**src/rtl/dist_pkg.sv**
```systemverilog
`default_nettype none
// ============================================================================
//  Module      : dist_pkg
//  Description : Shared types and constants for the pair-distance engine.
//  Revision    : 1.0 - initial release
// ============================================================================
package dist_pkg;

    localparam int         N_VALS   = 32;
    localparam int         PAIR_CNT = N_VALS * (N_VALS - 1) / 2;
    localparam logic [7:0] MIN_ADDR = 8'd66;
    localparam logic [7:0] MAX_ADDR = 8'd68;

    typedef logic [15:0] word_t;

    typedef enum logic [2:0] {
        ST_IDLE  = 3'd0,
        ST_LOAD  = 3'd1,
        ST_CMP   = 3'd2,
        ST_WRITE = 3'd3,
        ST_DONE  = 3'd4
    } dist_state_t;

endpackage
`default_nettype wire

```
**src/rtl/abs_dist.sv**
```systemverilog
`default_nettype none
// ============================================================================
//  Module      : abs_dist
//  Description : Magnitude of the 17-bit difference of two signed 16-bit
//                values. The result always fits in 16 bits unsigned.
//  Revision    : 1.0 - initial release
// ============================================================================
module abs_dist
    import dist_pkg::*;
(
    input  logic signed [15:0] i_a,
    input  logic signed [15:0] i_b,
    output word_t              o_dist
);

    logic signed [16:0] w_diff;
    logic signed [16:0] w_neg;

    // Sign-extend before subtracting so the difference cannot overflow
    always_comb begin
        w_diff = {i_a[15], i_a} - {i_b[15], i_b};
        w_neg  = -w_diff;
        o_dist = w_diff[16] ? w_neg[15:0] : w_diff[15:0];
    end

endmodule
`default_nettype wire

```
**src/rtl/pair_dist_engine.sv**
```systemverilog
`default_nettype none
// ============================================================================
//  Module      : pair_dist_engine
//  Description : Loads 32 signed 16-bit operands from byte memory, scans all
//                unordered pairs for min/max absolute difference, writes both
//                results back (high byte first) and raises done.
//  Revision    : 1.0 - initial release
// ============================================================================
module pair_dist_engine
    import dist_pkg::*;
(
    input  logic       clk,
    input  logic       reset,
    input  logic       start,
    output logic       done,
    output logic [7:0] mem_addr,
    input  logic [7:0] mem_rdata,
    output logic       mem_wen,
    output logic [7:0] mem_wdata,
    output logic [4:0] min_j,
    output logic [4:0] min_k,
    output logic [4:0] max_j,
    output logic [4:0] max_k
);

    localparam logic [4:0] c_LAST_IDX = 5'(N_VALS - 1);
    localparam logic [4:0] c_LAST_J   = 5'(N_VALS - 2);
    localparam logic [5:0] c_LAST_BYTE = 6'(2 * N_VALS - 1);

    dist_state_t r_state_q, w_state_d;
    logic [5:0]  r_byte_q,  w_byte_d;
    logic [4:0]  r_j_q,     w_j_d;
    logic [4:0]  r_k_q,     w_k_d;
    word_t       r_min_q,   w_min_d;
    word_t       r_max_q,   w_max_d;
    logic [4:0]  r_min_j_q, w_min_j_d;
    logic [4:0]  r_min_k_q, w_min_k_d;
    logic [4:0]  r_max_j_q, w_max_j_d;
    logic [4:0]  r_max_k_q, w_max_k_d;
    word_t       r_rf_q [N_VALS];
    word_t       w_rf_d [N_VALS];
    word_t       w_dist;

    abs_dist u_abs_dist (
        .i_a    (r_rf_q[r_j_q]),
        .i_b    (r_rf_q[r_k_q]),
        .o_dist (w_dist)
    );

    // Next-state logic: sequencing of load, pair scan, write-back and handshake
    always_comb begin
        w_state_d = r_state_q;
        w_byte_d  = r_byte_q;
        w_j_d     = r_j_q;
        w_k_d     = r_k_q;
        w_min_d   = r_min_q;
        w_max_d   = r_max_q;
        w_min_j_d = r_min_j_q;
        w_min_k_d = r_min_k_q;
        w_max_j_d = r_max_j_q;
        w_max_k_d = r_max_k_q;
        w_rf_d    = r_rf_q;
        case (r_state_q)
            ST_IDLE: begin
                if (!start) begin
                    w_state_d = ST_LOAD;
                    w_byte_d  = 6'd0;
                    w_min_d   = 16'hFFFF;
                    w_max_d   = 16'h0000;
                    // Indices cleared so an all-equal input gives a defined result
                    w_min_j_d = 5'd0;
                    w_min_k_d = 5'd0;
                    w_max_j_d = 5'd0;
                    w_max_k_d = 5'd0;
                end
            end
            ST_LOAD: begin
                if (r_byte_q[0])
                    w_rf_d[r_byte_q[5:1]][7:0]  = mem_rdata;
                else
                    w_rf_d[r_byte_q[5:1]][15:8] = mem_rdata;
                w_byte_d = r_byte_q + 6'd1;
                if (r_byte_q == c_LAST_BYTE) begin
                    w_state_d = ST_CMP;
                    w_j_d     = 5'd0;
                    w_k_d     = 5'd1;
                end
            end
            ST_CMP: begin
                // Strict compares: the earliest pair in scan order keeps ties
                if (w_dist < r_min_q) begin
                    w_min_d   = w_dist;
                    w_min_j_d = r_j_q;
                    w_min_k_d = r_k_q;
                end
                if (w_dist > r_max_q) begin
                    w_max_d   = w_dist;
                    w_max_j_d = r_j_q;
                    w_max_k_d = r_k_q;
                end
                if (r_k_q == c_LAST_IDX) begin
                    if (r_j_q == c_LAST_J) begin
                        w_state_d = ST_WRITE;
                        w_byte_d  = 6'd0;
                    end else begin
                        w_j_d = r_j_q + 5'd1;
                        w_k_d = r_j_q + 5'd2;
                    end
                end else begin
                    w_k_d = r_k_q + 5'd1;
                end
            end
            ST_WRITE: begin
                w_byte_d = r_byte_q + 6'd1;
                if (r_byte_q[1:0] == 2'd3)
                    w_state_d = ST_DONE;
            end
            ST_DONE: begin
                if (start)
                    w_state_d = ST_IDLE;
            end
            default: w_state_d = ST_IDLE;
        endcase
    end

    // State registers with synchronous reset
    always_ff @(posedge clk) begin
        if (reset) begin
            r_state_q <= ST_IDLE;
            r_byte_q  <= 6'd0;
            r_j_q     <= 5'd0;
            r_k_q     <= 5'd0;
            r_min_q   <= 16'hFFFF;
            r_max_q   <= 16'h0000;
            r_min_j_q <= 5'd0;
            r_min_k_q <= 5'd0;
            r_max_j_q <= 5'd0;
            r_max_k_q <= 5'd0;
            for (int i = 0; i < N_VALS; i++)
                r_rf_q[i] <= 16'h0000;
        end else begin
            r_state_q <= w_state_d;
            r_byte_q  <= w_byte_d;
            r_j_q     <= w_j_d;
            r_k_q     <= w_k_d;
            r_min_q   <= w_min_d;
            r_max_q   <= w_max_d;
            r_min_j_q <= w_min_j_d;
            r_min_k_q <= w_min_k_d;
            r_max_j_q <= w_max_j_d;
            r_max_k_q <= w_max_k_d;
            for (int i = 0; i < N_VALS; i++)
                r_rf_q[i] <= w_rf_d[i];
        end
    end

    // Memory port decoded from registered state only, never from start
    always_comb begin
        mem_addr  = 8'd0;
        mem_wen   = 1'b0;
        mem_wdata = 8'd0;
        case (r_state_q)
            ST_LOAD: mem_addr = {2'b00, r_byte_q};
            ST_WRITE: begin
                mem_wen = 1'b1;
                case (r_byte_q[1:0])
                    2'd0: begin mem_addr = MIN_ADDR;        mem_wdata = r_min_q[15:8]; end
                    2'd1: begin mem_addr = MIN_ADDR + 8'd1; mem_wdata = r_min_q[7:0];  end
                    2'd2: begin mem_addr = MAX_ADDR;        mem_wdata = r_max_q[15:8]; end
                    default: begin mem_addr = MAX_ADDR + 8'd1; mem_wdata = r_max_q[7:0]; end
                endcase
            end
            default: ;
        endcase
    end

    assign done  = (r_state_q == ST_DONE);
    assign min_j = r_min_j_q;
    assign min_k = r_min_k_q;
    assign max_j = r_max_j_q;
    assign max_k = r_max_k_q;

endmodule
`default_nettype wire

```
**config.mk**
```make
export PLATFORM = sky130hd
export DESIGN_NAME = pair_dist_engine
export DESIGN_NICKNAME = d
export VERILOG_FILES = /design/src/rtl/dist_pkg.sv /design/src/rtl/abs_dist.sv /design/src/rtl/pair_dist_engine.sv
export SDC_FILE = /design/constraint.sdc
export NUM_CORES = 2
export LEC_CHECK = 0
export BUFFER_PORTS_ARGS = -buffer_cell sky130_fd_sc_hd__buf_2
export CAP_MARGIN = 10
export CORE_MARGIN = 8
export CORE_UTILIZATION = 25
export CTS_BUF_LIST = sky130_fd_sc_hd__clkbuf_16
export DETAILED_ROUTE_END_ITERATION = 10
export SLEW_MARGIN = 0
export SYNTH_ARGS = -nofsm -noshare
export SYNTH_HDL_FRONTEND = slang
export SYNTH_SLANG_ARGS = --single-unit
```
**constraint.sdc**
```tcl
create_clock -name clk -period 13.3 [get_ports clk]
set_input_delay 1.33 -clock clk [delete_from_list [all_inputs] [get_ports clk]]
set_output_delay 1.33 -clock clk [all_outputs]
set_load 0.01 [all_outputs]
```
; Word level (Yosys, flattened, before mapping)
; Index checks and enable logic that the tools add are counted.
[op_classes]
n_addsub = 6
n_mul = 0
div = 0
n_lt_le_gt_ge = 6
n_eq_ne = 20
shifts = 0
muxes = 53
n_bitwise = 3
reduce_logical = 13
[op_table]
columns = operator, count
row1 = 512-bit bitwise mux, 2
row2 = 512-bit two-way mux, 1
row3 = 16-bit binary-select mux with 5-bit select, 2
row4 = 16-bit demux with 5-bit select, 2
row5 = 16-bit two-way mux, 10
row6 = 16-bit case mux with 2 select lines, 2
row7 = 5-bit case mux with 2 select lines, 6
row8 = 5-bit two-way mux, 11
row9 = 8-bit case mux with 3 select lines, 1
row10 = 6-bit >= comparator (second input constant), 3
row11 = 3-bit two-way mux, 6
row12 = 6-bit two-way mux, 3
row13 = 2-bit != test (second input constant), 9
row14 = 5-bit NOT with 6-bit output, 3
row15 = 6-bit case mux with 3 select lines, 1
row16 = 16-bit by 16-bit subtractor with 17-bit output, 1
row17 = 16-bit greater-than comparator, 1
row18 = 16-bit less-than comparator, 1
row19 = 8-bit two-way mux, 2
row20 = 16-bit negation, 1
row21 = 3-bit case mux with 5 select lines, 1
row22 = 7-bit case mux with 2 select lines, 1
row23 = 5-bit by 1-bit adder with 5-bit output (second input constant), 2
row24 = 5-bit == test (second input constant), 2
row25 = 21 further kinds, 27
[totals]
reg_bits = 583
latchBits = 0
ramBits = 0
mem_bits_ro = 0
input_bits = 11
mem_count = 0

; Longest topological paths before layout
[depth]
ltp_word = 10
depth_mapped = 34

; Hierarchy
; From an unflattened synthesis, not the netlist that was laid out.
[unflattened]
hier_cells = 3616
hier_area_um2 = 32427.4
[by_module_without_submodules]
columns = module, n_inst, cells_per_inst, area_each_um2, seq_area_each_um2
row1 = pair_dist_engine, 1, 3424, 31081.1, 11671.2
row2 = abs_dist, 1, 192, 1346.3, 0.0

; Least setup slack after synthesis
; OpenSTA, ideal clock, no wires.
[synth_timing]
path_kind = register -> register
from = reg r_j_q[0]
to = reg r_max_q[8]
setup_time_ns = 0.070
arrival_ns = 6.120
required_ns = 13.230
setup_slack_ns = 7.109
path_stages_with_launch = 32
synth_period_minus_slack_ns = 6.191
cell_sequence = dfxtp_1 > buf_2 > buf_2 > buf_2 > buf_2 > mux4_2 > a211oi_1 > o21ai_0 > nand2_1 > ha_1 > inv_1 > fa_1 > a21oi_1 > o211ai_2 > a2111oi_2 > o31ai_2 > nand2_2 > o21ai_4 > buf_6 > a31o_2 > xor2_1 > inv_1 > ha_1 > nand4_1 > nor2_1 > a2111oi_0 > o21ai_0 > o21ai_1 > nand2_1 > nor2_1 > buf_2 > o2bb2ai_1
[synth_between]
elab_chain_len = 10
word_cells_on_any_way = 12
cone_classes = add/sub: 2 / order compare: 1 / eq/ne: 1 / mux: 6 / bitwise: 1 / reduce/logical: 1
[synth_rtl]
columns = element, line_no
row1 = from (decl), pair_dist_engine.sv:32  ; logic [4:0] r_j_q, w_j_d;
row2 = from (signal assigned), pair_dist_engine.sv:144  ; r_j_q <= w_j_d;
row3 = 5-bit NOT with 6-bit output (implied by the code) (*), pair_dist_engine.sv:45  ; .i_a (r_rf_q[r_j_q]),
row4 = 16-bit binary-select mux with 5-bit select (*), pair_dist_engine.sv:45
row5 = 16-bit two-way mux (implied by the code) (*) (2 in series), pair_dist_engine.sv:45
row6 = 16-bit by 16-bit subtractor with 17-bit output (*), abs_dist.sv:21  ; w_diff = {i_a[15], i_a} - {i_b[15], i_b};
row7 = 16-bit negation, abs_dist.sv:22  ; w_neg = -w_diff;
row8 = 16-bit two-way mux (*), abs_dist.sv:23  ; o_dist = w_diff[16] ? w_neg[15:0] : w_diff[15:0];
row9 = 16-bit greater-than comparator, pair_dist_engine.sv:96  ; if (w_dist > r_max_q) begin
row10 = 2-bit != test (no source line), n/a
row11 = 3-bit AND reduction (no source line), n/a
row12 = to (signal assigned), pair_dist_engine.sv:147  ; r_max_q <= w_max_d;
row13 = to (decl), pair_dist_engine.sv:35  ; word_t r_max_q, w_max_d;
; Mark *: on every way between the ends. The rest lies on a longest branch, timed or not. The select of a mux whose other input is x is not followed.
; A chain may end at the register's enable or synchronous reset.

; Final worst setup path
[layout_timing]
from = reg r_j_q[1]
to = reg r_min_q[7]
[layout_between]
elab_chain_len = 10
word_cells_on_any_way = 12
cone_classes = add/sub: 2 / order compare: 1 / eq/ne: 1 / mux: 6 / bitwise: 1 / reduce/logical: 1
[layout_rtl]
columns = element, line_no
row1 = 5-bit NOT with 6-bit output (implied by the code) (*), pair_dist_engine.sv:45
row2 = 16-bit binary-select mux with 5-bit select (*), pair_dist_engine.sv:45
row3 = 16-bit two-way mux (implied by the code) (*) (2 in series), pair_dist_engine.sv:45
row4 = 16-bit by 16-bit subtractor with 17-bit output (*), abs_dist.sv:21
row5 = 16-bit negation, abs_dist.sv:22
row6 = 16-bit two-way mux (*), abs_dist.sv:23
row7 = 16-bit less-than comparator, pair_dist_engine.sv:91  ; if (w_dist < r_min_q) begin
row8 = 2-bit != test (no source line), n/a
row9 = 3-bit AND reduction (no source line), n/a
row10 = to (signal assigned), pair_dist_engine.sv:146  ; r_min_q <= w_min_d;
row11 = to (decl), pair_dist_engine.sv:34  ; word_t r_min_q, w_min_d;
; Marks and branches as above.

==> impl_metrics.ini <==
[cts]
ctsResizeCount = 0
clkLatencyLatePin_ns = 0.63
htree_num_levels = 3
cts_setup_buffers = 0
cts_tree = done
cts_buffers = 66
cts_buffer_depth = 3
path_clk_slew_ns = 0.06
clockRootBuffer = clkbuf_16
cts_hold_buf = 0
cts_num_sinks = 583

[yosys]
synth_edf_count = 0
synth-main-ff-cell = dfxtp_1
syn_nets = 3289
syn_area_per_cell_um2 = 9.79
synth.yosys.seq_area_share = 0.370
ys_seq_elements = 583
synth.cell_area_um2 = 31500
yosys_warnings = 0
syn_inst = 3220
synth.distinct_cells = 77
synthArstFlopShare = 0

[floorplanning]
die_height_um = 371
start_util = 0.251
num_io_pins = 49
die_w_um = 371
core_area_um2 = 125000
die-area_um2 = 138000
rows = 130

[placement]
place_hpwl_um = 63900
portBuffers = 47
gp_congestion = 0.868

[finish]
nFillCells = 13000
final_common_cell = dfxtp_1
drive_above_1_share = 0.164
finalNetCount = 3169
area_delta_synth_final_pct = 11.7
seqCellArea_um2 = 11700
layout_common_cells = 575 x dfxtp_1, 416 x mux2i_1, 406 x nor2_1
multi_input_area_um2 = 18500

[min_path]
whs_endpoint = r_rf_q[125]$_SDFFE_PP0P_
whs_path_depth = 2
hold_start = r_rf_q[125]$_SDFFE_PP0P_
min_path_type = flop to flop

[sta]
whs_ns = 0.465
min_period_over_period = 0.622
hold_violations = 0
fin_tns_setup_ns = 0
period_needed_ns = 8.28
finalSetupViolations = 0
relSlewSlack = 0.234
drv_slew = 0
finClkSkew_ns = 0.0287
max_freq_ghz = 0.121
rsz0062_at_grt = false
worst_slew_pin_slew_ns = 1.15

[worst_setup_path]
cp_top_family = compound AO/OA/AOI/OAI gates
cp_num_buf_inv = 3
r2r_start = r_j_q[1]$_SDFFE_PP0P_
end_kind = flop
startpoint = r_j_q[1]$_SDFFE_PP0P_
crit_arrival_ns = 8.77
cp_slowest_cell = buf_4
crit_fanout = 45
start_kind = flop
required_ns = 13.79
r2r_end = r_min_q[7]$_SDFFE_PP1P_
r2r_cells = 24
reg2reg_slack_ns = 5.02
crit_type = flop to flop
worstPathCellList = buf_4 > buf_4 > mux4_2 > mux2i_1 > o21ai_0 > o31a_1 > ha_1 > o211ai_1 > nor2_1 > a2111oi_2 > o31ai_2 > a21oi_2 > xor2_2 > a41oi_1 > xnor2_1 > inv_1 > ha_1 > nand4_1 > nor2_1 > o221ai_1 > o2111ai_1 > and2_1 > nand2b_1 > o22a_1
max_stage_delay_ns = 0.76

[global_routing]
grt_overflow_total = 0
grt_max_degree = 196
grt_first_pass_wirelength_um = 155000
antenna_found_initial = 3
grtUsageTotal = 0.142
grt_pass1_vias = 24200

[detailed_routing]
drt-pass1-iter-count = 9
drtIter0Drc = 2682
postRouteWirelength_um = 101000
vias = 25400
drtAntennaViolNets = 0
drc = 0
vias_per_cell = 5.28
wl_per_cell_um = 21.1

[power]
vdd_drop_max_uv = 74.7
p_leak_nw = 12.0
power_density_nw_per_um2 = 115

[flow_run]
cap_violations = 0

[run_status]
outcome = complete, no violations
## report_power, final
part	internal [mW]	switching, mW
combinational	0.191	0.350
clock	0.953	0.784
sequential	1.75	0.00477
total	2.89	1.14
## synthesized netlist by cell type (38+ instances only)
cell type,n,area (µm²)
nand3_1,237,1190
buf_2,39,195
mux4_2,260,5860
nor2_1,410,1540
inv_1,58,218
buf_1,38,143
mux2i_1,416,4160
ha_1,57,713
clkbuf_1,208,781
a21oi_1,285,1430
nand2_1,307,1150
dfxtp_1,583,11700
o21ai_0,38,190
## layout make-up
type                       count  area share
multi-input combinational   2291       0.526
sequential                   583       0.332
tap                         1650      0.0586
clock buffer                  66      0.0469
timing repair buffer         100      0.0194
clock inverter                52      0.0105
inverter                      58     0.00618
antenna                        2    0.000142
## routing by layer
metal,global-route usage,share of wire,vias up
met1,0.195,0.43,12600
met4,0.0421,0.029,2
met5,0,0.00013,-
met3,0.0240,0.078,180
met2,0.229,0.47,1117
li1,-,-,11400
## worst register-to-register path, stage by stage (launching register included)
cell and delay, ns:
dfxtp_4 0.66, buf_4 0.76, buf_4 0.61, mux4_2 0.40
mux2i_1 0.26, o21ai_0 0.24, o31a_1 0.21, ha_1 0.38
o211ai_1 0.23, nor2_1 0.10, a2111oi_2 0.44, o31ai_2 0.14
a21oi_2 0.20, xor2_2 0.22, a41oi_1 0.16, xnor2_1 0.35
inv_1 0.12, ha_1 0.34, nand4_1 0.09, nor2_1 0.09
o221ai_1 0.11, o2111ai_1 0.39, and2_1 0.72, nand2b_1 0.58
o22a_1 0.35
## logic make-up after synthesis
group	count (synthesis)	share of synthesized area
buffers and inverters	346	0.0432
adder cells (fa/ha/maj)	58	0.0233
multiplexers	678	0.319
flip-flops	583	0.370
other	1	0.000119
AND/OR/NAND/NOR	1065	0.148
XOR/XNOR	33	0.0101
AO/OA/AOI/OAI	456	0.0866
## registers in the layout (all words and copies together) (netlist names)
register,count
r_min_q,16
r_k_q,5
max_k,5
min_k,5
max_j,5
r_byte_q,6
r_max_q,16
r_j_q,5
r_rf_q,512
r_state_q,3
min_j,5
## worst max-delay path by stage
| stage | end | depth (start not counted) | slack (ns) |
|---|---|---|---|
| 2_1_floorplan | r_max_q[8]$_SDFFE_PP0P_ | 31 | 7.11 |
| 3_3_place_gp | r_max_q[11]$_SDFFE_PP0P_ | 25 | 5.00 |
| 3_5_place_dp | r_max_q[11]$_SDFFE_PP0P_ | 25 | 4.86 |
| 4_1_cts | r_max_q[11]$_SDFFE_PP0P_ | 25 | 4.86 |
| 5_1_grt | r_max_q[7]$_SDFFE_PP0P_ | 26 | 4.44 |
| 6_report | r_min_q[7]$_SDFFE_PP1P_ | 24 | 5.02 |
## stage by stage
stage                     power, mW   util  cells  instance area, µm²  worst slack (ns)
after floorplan                2.20      -   3220               31500              7.11
after global placement         2.32  0.264   4681               33200              5.00
after detailed placement       2.32  0.264   4681               33200              4.86
after CTS                      4.06  0.281   4799               35200              4.86
after global routing           4.19  0.281   4800               35200              4.44
final                          4.03  0.281   4802               35200              5.02
Note: power is estimated with default switching activity, not from simulation.
